$ cat src/rtl/fft_pkg.sv
// Shared constants, state encoding and helpers for the radix-2 FFT controllers.
package fft_pkg;

    // Default transform size exponent (N = 16).
    localparam int DEF_LOG2N = 4;

    // Sample RAM and twiddle ROM return data one cycle after the address.
    localparam int RD_LAT = 1;

    // Controller state encoding.
    localparam logic [1:0] ST_IDLE  = 2'd0;
    localparam logic [1:0] ST_RUN   = 2'd1;
    localparam logic [1:0] ST_DRAIN = 2'd2;
    localparam logic [1:0] ST_DONE  = 2'd3;

    typedef enum logic [1:0] {
        IDLE  = ST_IDLE,
        RUN   = ST_RUN,
        DRAIN = ST_DRAIN,
        DONE  = ST_DONE
    } fft_state_e;

    // Ceiling log2 for elaboration-time sizing (clog2(1) = 0).
    function automatic int clog2(input int value);
        int r;
        r = 0;
        for (int i = 0; i < 31; i++) begin
            if ((32'sd1 <<< i) < value) begin
                r = i + 1;
            end else begin
                r = r;
            end
        end
        return r;
    endfunction

endpackage

$ cat src/rtl/fft_r2_addr_gen.sv
// Combinational radix-2 address generator: (stage, butterfly index) ->
// (upper leg, lower leg, twiddle index). Shared by the DIF and DIT controllers.
module fft_r2_addr_gen
    import fft_pkg::*;
#(
    parameter int LOG2N = DEF_LOG2N
) (
    input  logic [3:0]       stage_i,
    input  logic [LOG2N-2:0] b_i,
    output logic [LOG2N-1:0] i1_o,
    output logic [LOG2N-1:0] i2_o,
    output logic [LOG2N-2:0] tw_o
);

    logic [3:0]       p_s;
    logic [LOG2N-1:0] b_ext_s;
    logic [LOG2N-1:0] low_mask_s;
    logic [LOG2N-1:0] half_s;
    logic [LOG2N-1:0] tw_full_s;

    // Insert a zero at bit p of b for i1, OR in the half span for i2, and
    // scale the within-group offset by 2^s to index the twiddle ROM.
    always_comb begin
        b_ext_s = {1'b0, b_i};
        if (stage_i < 4'(LOG2N)) begin
            p_s = 4'(LOG2N - 1) - stage_i;
        end else begin
            p_s = 4'd0;
        end
        low_mask_s = ~({LOG2N{1'b1}} << p_s);
        half_s     = {{(LOG2N-1){1'b0}}, 1'b1} << p_s;
        i1_o       = ((b_ext_s & ~low_mask_s) << 1'b1) | (b_ext_s & low_mask_s);
        i2_o       = i1_o | half_s;
        tw_full_s  = (b_ext_s & low_mask_s) << stage_i;
        tw_o       = tw_full_s[LOG2N-2:0];
    end

endmodule

$ cat src/rtl/fft_r2_sequencer.sv
// In-place radix-2 DIF FFT controller: issues N/2 butterfly reads per stage,
// delays each read's addresses by the RAM+butterfly latency for write-back,
// and drains the pipeline between stages so a stage never reads stale data.
module fft_r2_sequencer
    import fft_pkg::*;
#(
    parameter int LOG2N  = DEF_LOG2N,
    parameter int BF_LAT = 1
) (
    input  logic             clk,
    input  logic             reset,
    input  logic             Start,
    output logic             Busy,
    output logic             Done,
    output logic [3:0]       Stage,
    output logic             Rd_En,
    output logic [LOG2N-1:0] Rd_Addr0,
    output logic [LOG2N-1:0] Rd_Addr1,
    output logic [LOG2N-2:0] Tw_Addr,
    output logic             Wr_En,
    output logic [LOG2N-1:0] Wr_Addr0,
    output logic [LOG2N-1:0] Wr_Addr1
);

    // Read-to-write distance in cycles.
    localparam int D = RD_LAT + BF_LAT;

    localparam logic [LOG2N-2:0] B_LAST = {(LOG2N-1){1'b1}};
    localparam logic [3:0]       S_LAST = 4'(LOG2N - 1);

    fft_state_e state_q, state_d;
    logic [3:0]       s_q, s_d;
    logic [LOG2N-2:0] b_q, b_d;

    logic [LOG2N-1:0] gen_i1_s;
    logic [LOG2N-1:0] gen_i2_s;
    logic [LOG2N-2:0] gen_tw_s;

    logic             rd_en_q;
    logic [LOG2N-1:0] rd_a0_q;
    logic [LOG2N-1:0] rd_a1_q;
    logic [LOG2N-2:0] tw_q;
    logic             busy_q;
    logic             done_q;

    logic [D-1:0]            dl_valid_q;
    logic [D-1:0][LOG2N-1:0] dl_a0_q;
    logic [D-1:0][LOG2N-1:0] dl_a1_q;
    logic                    pending_s;

    // Addresses are generated for the next (stage, b) so they can be registered
    // alongside Rd_En and appear in the same cycle as the strobe.
    fft_r2_addr_gen #(
        .LOG2N (LOG2N)
    ) u_addr_gen (
        .stage_i (s_d),
        .b_i     (b_d),
        .i1_o    (gen_i1_s),
        .i2_o    (gen_i2_s),
        .tw_o    (gen_tw_s)
    );

    // A write is still outstanding if any non-tail slot is valid; the tail
    // slot is being written this very cycle, so it does not hold DRAIN.
    always_comb begin
        pending_s = 1'b0;
        for (int k = 0; k < D - 1; k++) begin
            pending_s = pending_s | dl_valid_q[k];
        end
    end

    // Next-state logic for the stage/butterfly walk.
    always_comb begin
        state_d = state_q;
        s_d     = s_q;
        b_d     = b_q;
        case (state_q)
            IDLE: begin
                if (Start) begin
                    state_d = RUN;
                    s_d     = 4'd0;
                    b_d     = {(LOG2N-1){1'b0}};
                end else begin
                    state_d = IDLE;
                end
            end
            RUN: begin
                if (b_q == B_LAST) begin
                    state_d = DRAIN;
                end else begin
                    b_d = b_q + 1'b1;
                end
            end
            DRAIN: begin
                if (pending_s) begin
                    state_d = DRAIN;
                end else if (s_q == S_LAST) begin
                    state_d = DONE;
                end else begin
                    state_d = RUN;
                    s_d     = s_q + 4'd1;
                    b_d     = {(LOG2N-1){1'b0}};
                end
            end
            DONE: begin
                state_d = IDLE;
            end
            default: begin
                state_d = IDLE;
            end
        endcase
    end

    // State, stage and butterfly index registers.
    always_ff @(posedge clk or negedge reset) begin
        if (!reset) begin
            state_q <= IDLE;
            s_q     <= 4'd0;
            b_q     <= {(LOG2N-1){1'b0}};
        end else begin
            state_q <= state_d;
            s_q     <= s_d;
            b_q     <= b_d;
        end
    end

    // Registered read strobe, read/twiddle addresses and status flags.
    always_ff @(posedge clk or negedge reset) begin
        if (!reset) begin
            rd_en_q <= 1'b0;
            rd_a0_q <= {LOG2N{1'b0}};
            rd_a1_q <= {LOG2N{1'b0}};
            tw_q    <= {(LOG2N-1){1'b0}};
            busy_q  <= 1'b0;
            done_q  <= 1'b0;
        end else begin
            rd_en_q <= (state_d == RUN);
            busy_q  <= (state_d != IDLE);
            done_q  <= (state_d == DONE);
            if (state_d == RUN) begin
                rd_a0_q <= gen_i1_s;
                rd_a1_q <= gen_i2_s;
                tw_q    <= gen_tw_s;
            end
        end
    end

    // Write-back delay line: each read's leg addresses reappear D cycles later.
    always_ff @(posedge clk or negedge reset) begin
        if (!reset) begin
            dl_valid_q <= {D{1'b0}};
            dl_a0_q    <= '0;
            dl_a1_q    <= '0;
        end else begin
            dl_valid_q[0] <= rd_en_q;
            dl_a0_q[0]    <= rd_a0_q;
            dl_a1_q[0]    <= rd_a1_q;
            for (int k = 1; k < D; k++) begin
                dl_valid_q[k] <= dl_valid_q[k-1];
                dl_a0_q[k]    <= dl_a0_q[k-1];
                dl_a1_q[k]    <= dl_a1_q[k-1];
            end
        end
    end

    assign Busy     = busy_q;
    assign Done     = done_q;
    assign Stage    = s_q;
    assign Rd_En    = rd_en_q;
    assign Rd_Addr0 = rd_a0_q;
    assign Rd_Addr1 = rd_a1_q;
    assign Tw_Addr  = tw_q;
    assign Wr_En    = dl_valid_q[D-1];
    assign Wr_Addr0 = dl_a0_q[D-1];
    assign Wr_Addr1 = dl_a1_q[D-1];

endmodule

$ cat config.mk
export PLATFORM = sky130hd
export DESIGN_NAME = fft_r2_sequencer
export DESIGN_NICKNAME = d
export VERILOG_FILES = /design/src/rtl/fft_pkg.sv /design/src/rtl/fft_r2_addr_gen.sv /design/src/rtl/fft_r2_sequencer.sv
export SDC_FILE = /design/constraint.sdc
export NUM_CORES = 1
export LEC_CHECK = 0
export ABC_AREA = 1
export CORE_ASPECT_RATIO = 0.9
export CORE_MARGIN = 1
export CORE_UTILIZATION = 38
export CTS_BUF_LIST = sky130_fd_sc_hd__clkbuf_4 sky130_fd_sc_hd__clkbuf_8
export CTS_CLUSTER_DIAMETER = 120
export DETAILED_ROUTE_END_ITERATION = 6
export PLACE_DENSITY_LB_ADDON = 0.08
export SLEW_MARGIN = 10
export SYNTH_ARGS = -nofsm -noshare
export SYNTH_HDL_FRONTEND = slang
export SYNTH_SLANG_ARGS = --single-unit
$ cat constraint.sdc
create_clock -name clk -period 3.6 [get_ports clk]
set_input_delay 0.54 -clock clk [delete_from_list [all_inputs] [get_ports clk]]
set_output_delay 0.54 -clock clk [all_outputs]
set_load 0.005 [all_outputs]
==> results.json <==
{
  "status": "complete, no violations",
  "path_clk_slew_ps": 80,
  "r2r_cells": 13,
  "slew_viol_final": 0,
  "route.detailed.wl_per_inst_um": 12.24,
  "yosys_warnings": 0,
  "seq_area_um2": 1026,
  "design_area_um2": 2198,
  "synth.distinct_cells": 29,
  "wl_um": 3318,
  "dpl.hpwl_um": 2379,
  "fillers": 430,
  "cts_htree_levels": 2,
  "synthToLayoutAreaGrowth_pct": 23.56,
  "ctsResizeCount": 0,
  "hold_buffers": 0,
  "crit_arrival_ps": 2780,
  "die_width_um": 74.13,
  "die_h_um": 66.92,
  "multi_input_area_um2": 618.1,
  "tightest_slew_ps": 884.8,
  "final_cell_mix": "54 x nand2_1, 41 x dfrtp_1, 28 x clkdlybuf4s50_1",
  "finalCritPeriodShare_pct": 72.14,
  "relSlewSlack_pct": 41.01,
  "rsz0062_at_grt": "no",
  "post_cts_buffers": 0,
  "rows": 23,
  "cts.sinks": 41,
  "startpoint": "Start",
  "antenna_found_initial": 0,
  "worstHoldStart": "dl_a0_q[3]",
  "ys_seq_area_share_pct": 57.67,
  "finalHoldViolCount": 0,
  "diodes": 0,
  "grt_max_degree": 42,
  "detailroute.via_count": 1248,
  "final_common_cell": "nand2_1",
  "vias_per_cell": 4.605,
  "cts_buffer_depth": 2,
  "grt_pass1_vias": 1168,
  "drc_errors": 0,
  "whs_path_depth": 0,
  "fin_skew_ps": 5.887,
  "fin_crit_ps": 2597,
  "hold_ws_ps": 351.4,
  "setup_viol": 0,
  "port_buffers": 29,
  "p_leak_nw": 1.051,
  "avgSynthCellArea_um2": 9.830,
  "tns_ps": 0,
  "grt_pass1_wl_um": 5464,
  "final_util_pct": 49.28,
  "track_usage_pct": 15.12,
  "drive_above_1_share_pct": 14.83,
  "start_util_pct": 39.89,
  "clockRootBuffer": "clkbuf_8",
  "worstPathRequired_ps": 3780,
  "coreArea_um2": 4461,
  "max-cap-violations": 0,
  "critical_path_class": "input pin to register",
  "crit_path_start_kind": "input pin",
  "die-area_um2": 4960,
  "power_density_nw_per_um2": 386.5,
  "ant_nets": 0,
  "grt_overflow_total": 0,
  "max_freq_mhz": 385.0,
  "io_pins": 30,
  "syn_nets": 187,
  "first_pass_iters": 4,
  "synth_seq_cells": 41,
  "finalNetCount": 214,
  "placed_cell_area_um2": 2078,
  "gp_congestion": 0.9124,
  "cp-end-kind": "register",
  "clk_latency_ps": 290,
  "crit_fanout": 7,
  "drt_iter0_markers": 31,
  "r2r_start": "state_q[1]",
  "numCtsBuffers": 5,
  "synth_area_um2": 1779,
  "max-vdd-ir-drop_mv": 0.1556,
  "synth_cells": 181,
  "hold_class": "register to register",
  "cts_tree": "done"
}
-- through the flow --
step / total power [W] / instances / worst slack (ps)
finish: 0.0008496 / 271 / 1003
global route: 0.0008797 / 271 / 750.8
CTS: 0.0008633 / 271 / 999.1
detailed placement: 0.0004812 / 263 / 677.4
global placement: 0.0004805 / 263 / 762.4
floorplan: 0.0004704 / 181 / 1414
-- synth_stat cells, drive strengths merged --
| library cell | n | share of area [%] |
|---|---|---|
| a21boi | 1 | 0.63 |
| nor2 | 10 | 3.5 |
| o21a | 1 | 0.42 |
| dfrtp | 41 | 58 |
| inv | 18 | 3.8 |
| a21oi | 4 | 2.4 |
| buf | 8 | 3.4 |
| nor3 | 1 | 0.28 |
| clkbuf | 1 | 0.21 |
| clkinv | 1 | 0.21 |
| o21ai | 6 | 2.1 |
| xor2 | 1 | 0.49 |
| nand2 | 61 | 14 |
| ha | 3 | 2.1 |
| o21bai | 1 | 0.42 |
| o211ai | 1 | 0.42 |
| nand4 | 4 | 1.4 |
| nand3 | 17 | 6.0 |
| and2 | 1 | 0.35 |
-- power breakdown --
part	leakage (nW)	internal, W	switching (W)	total, W
registers	0.495	0.000460	0	0.000460
clock network	0.0574	0.000225	0.000153	0.000379
logic	0.499	0.00000141	0.00000947	0.0000109
total	1.05	0.000687	0.000163	0.000850
-- cell families (layout without fill, tap and decap cells) --
kind of cell / count (synthesis) / after routing / synth area share [%]
adder cells (fa/ha/maj): 3 / 3 / 2.110
XOR/XNOR: 1 / 1 / 0.4924
AND/OR/NAND/NOR: 94 / 94 / 25.74
buffers and inverters: 28 / 56 / 7.594
AO/OA/AOI/OAI: 14 / 14 / 6.399
flip-flops: 41 / 41 / 57.67
-- flip-flops by register name, summed over array words and instances, names as in the netlist --
register,cells
Rd_En,1
dl_valid_q,2
Rd_Addr1,4
Stage,4
dl_a0_q,4
Wr_Addr1,4
dl_a1_q,4
Wr_Addr0,4
Done,1
Busy,1
b_q,3
Tw_Addr,3
state_q,2
Rd_Addr0,4
-- worst paths after layout --
| kind | to | slack [ps] |
|---|---|---|
| worst min register to register | Wr_Addr0[3] | 350 |
| min in group asynchronous | Rd_Addr1[0] | 370 |
| worst max register to register | Rd_Addr1[1] | 1250 |
| max in group asynchronous | Tw_Addr[2] | 2680 |
| worst min-delay path | Wr_Addr0[3] | 350 |
| worst max-delay path | Rd_Addr1[1] | 1000 |
-- critical path, cell delays in order --
cell	delay [ps]
clkdlybuf4s50_1	450
inv_1	90
a21oi_4	210
inv_1	80
nand2_1	50
a21boi_2	300
ha_1	340
nand3_1	220
nand2_2	150
nor2_4	60
nand2_1	50
nand2_1	70
o21ai_1	110
nand2_1	60
-- per-layer routing --
layer	part of all wire, %	routed length, µm	track usage [%]
met1	47	1568	19.46
met2	47	1561	23.30
met3	4.4	146	5.144
met4	1.3	43	5.769
met5	0	0	0
-- final cells by class --
type                    instances  share of cell area (%)
clock buffers                   6                   3.756
clock inverters                 2                   1.707
inverters                      19                   3.244
multi-input cells             112                   28.12
flip-flops and latches         41                   46.67
well taps                      62                   3.529
repair buffers                 29                   12.98
Power figures use the tool's default switching activity.
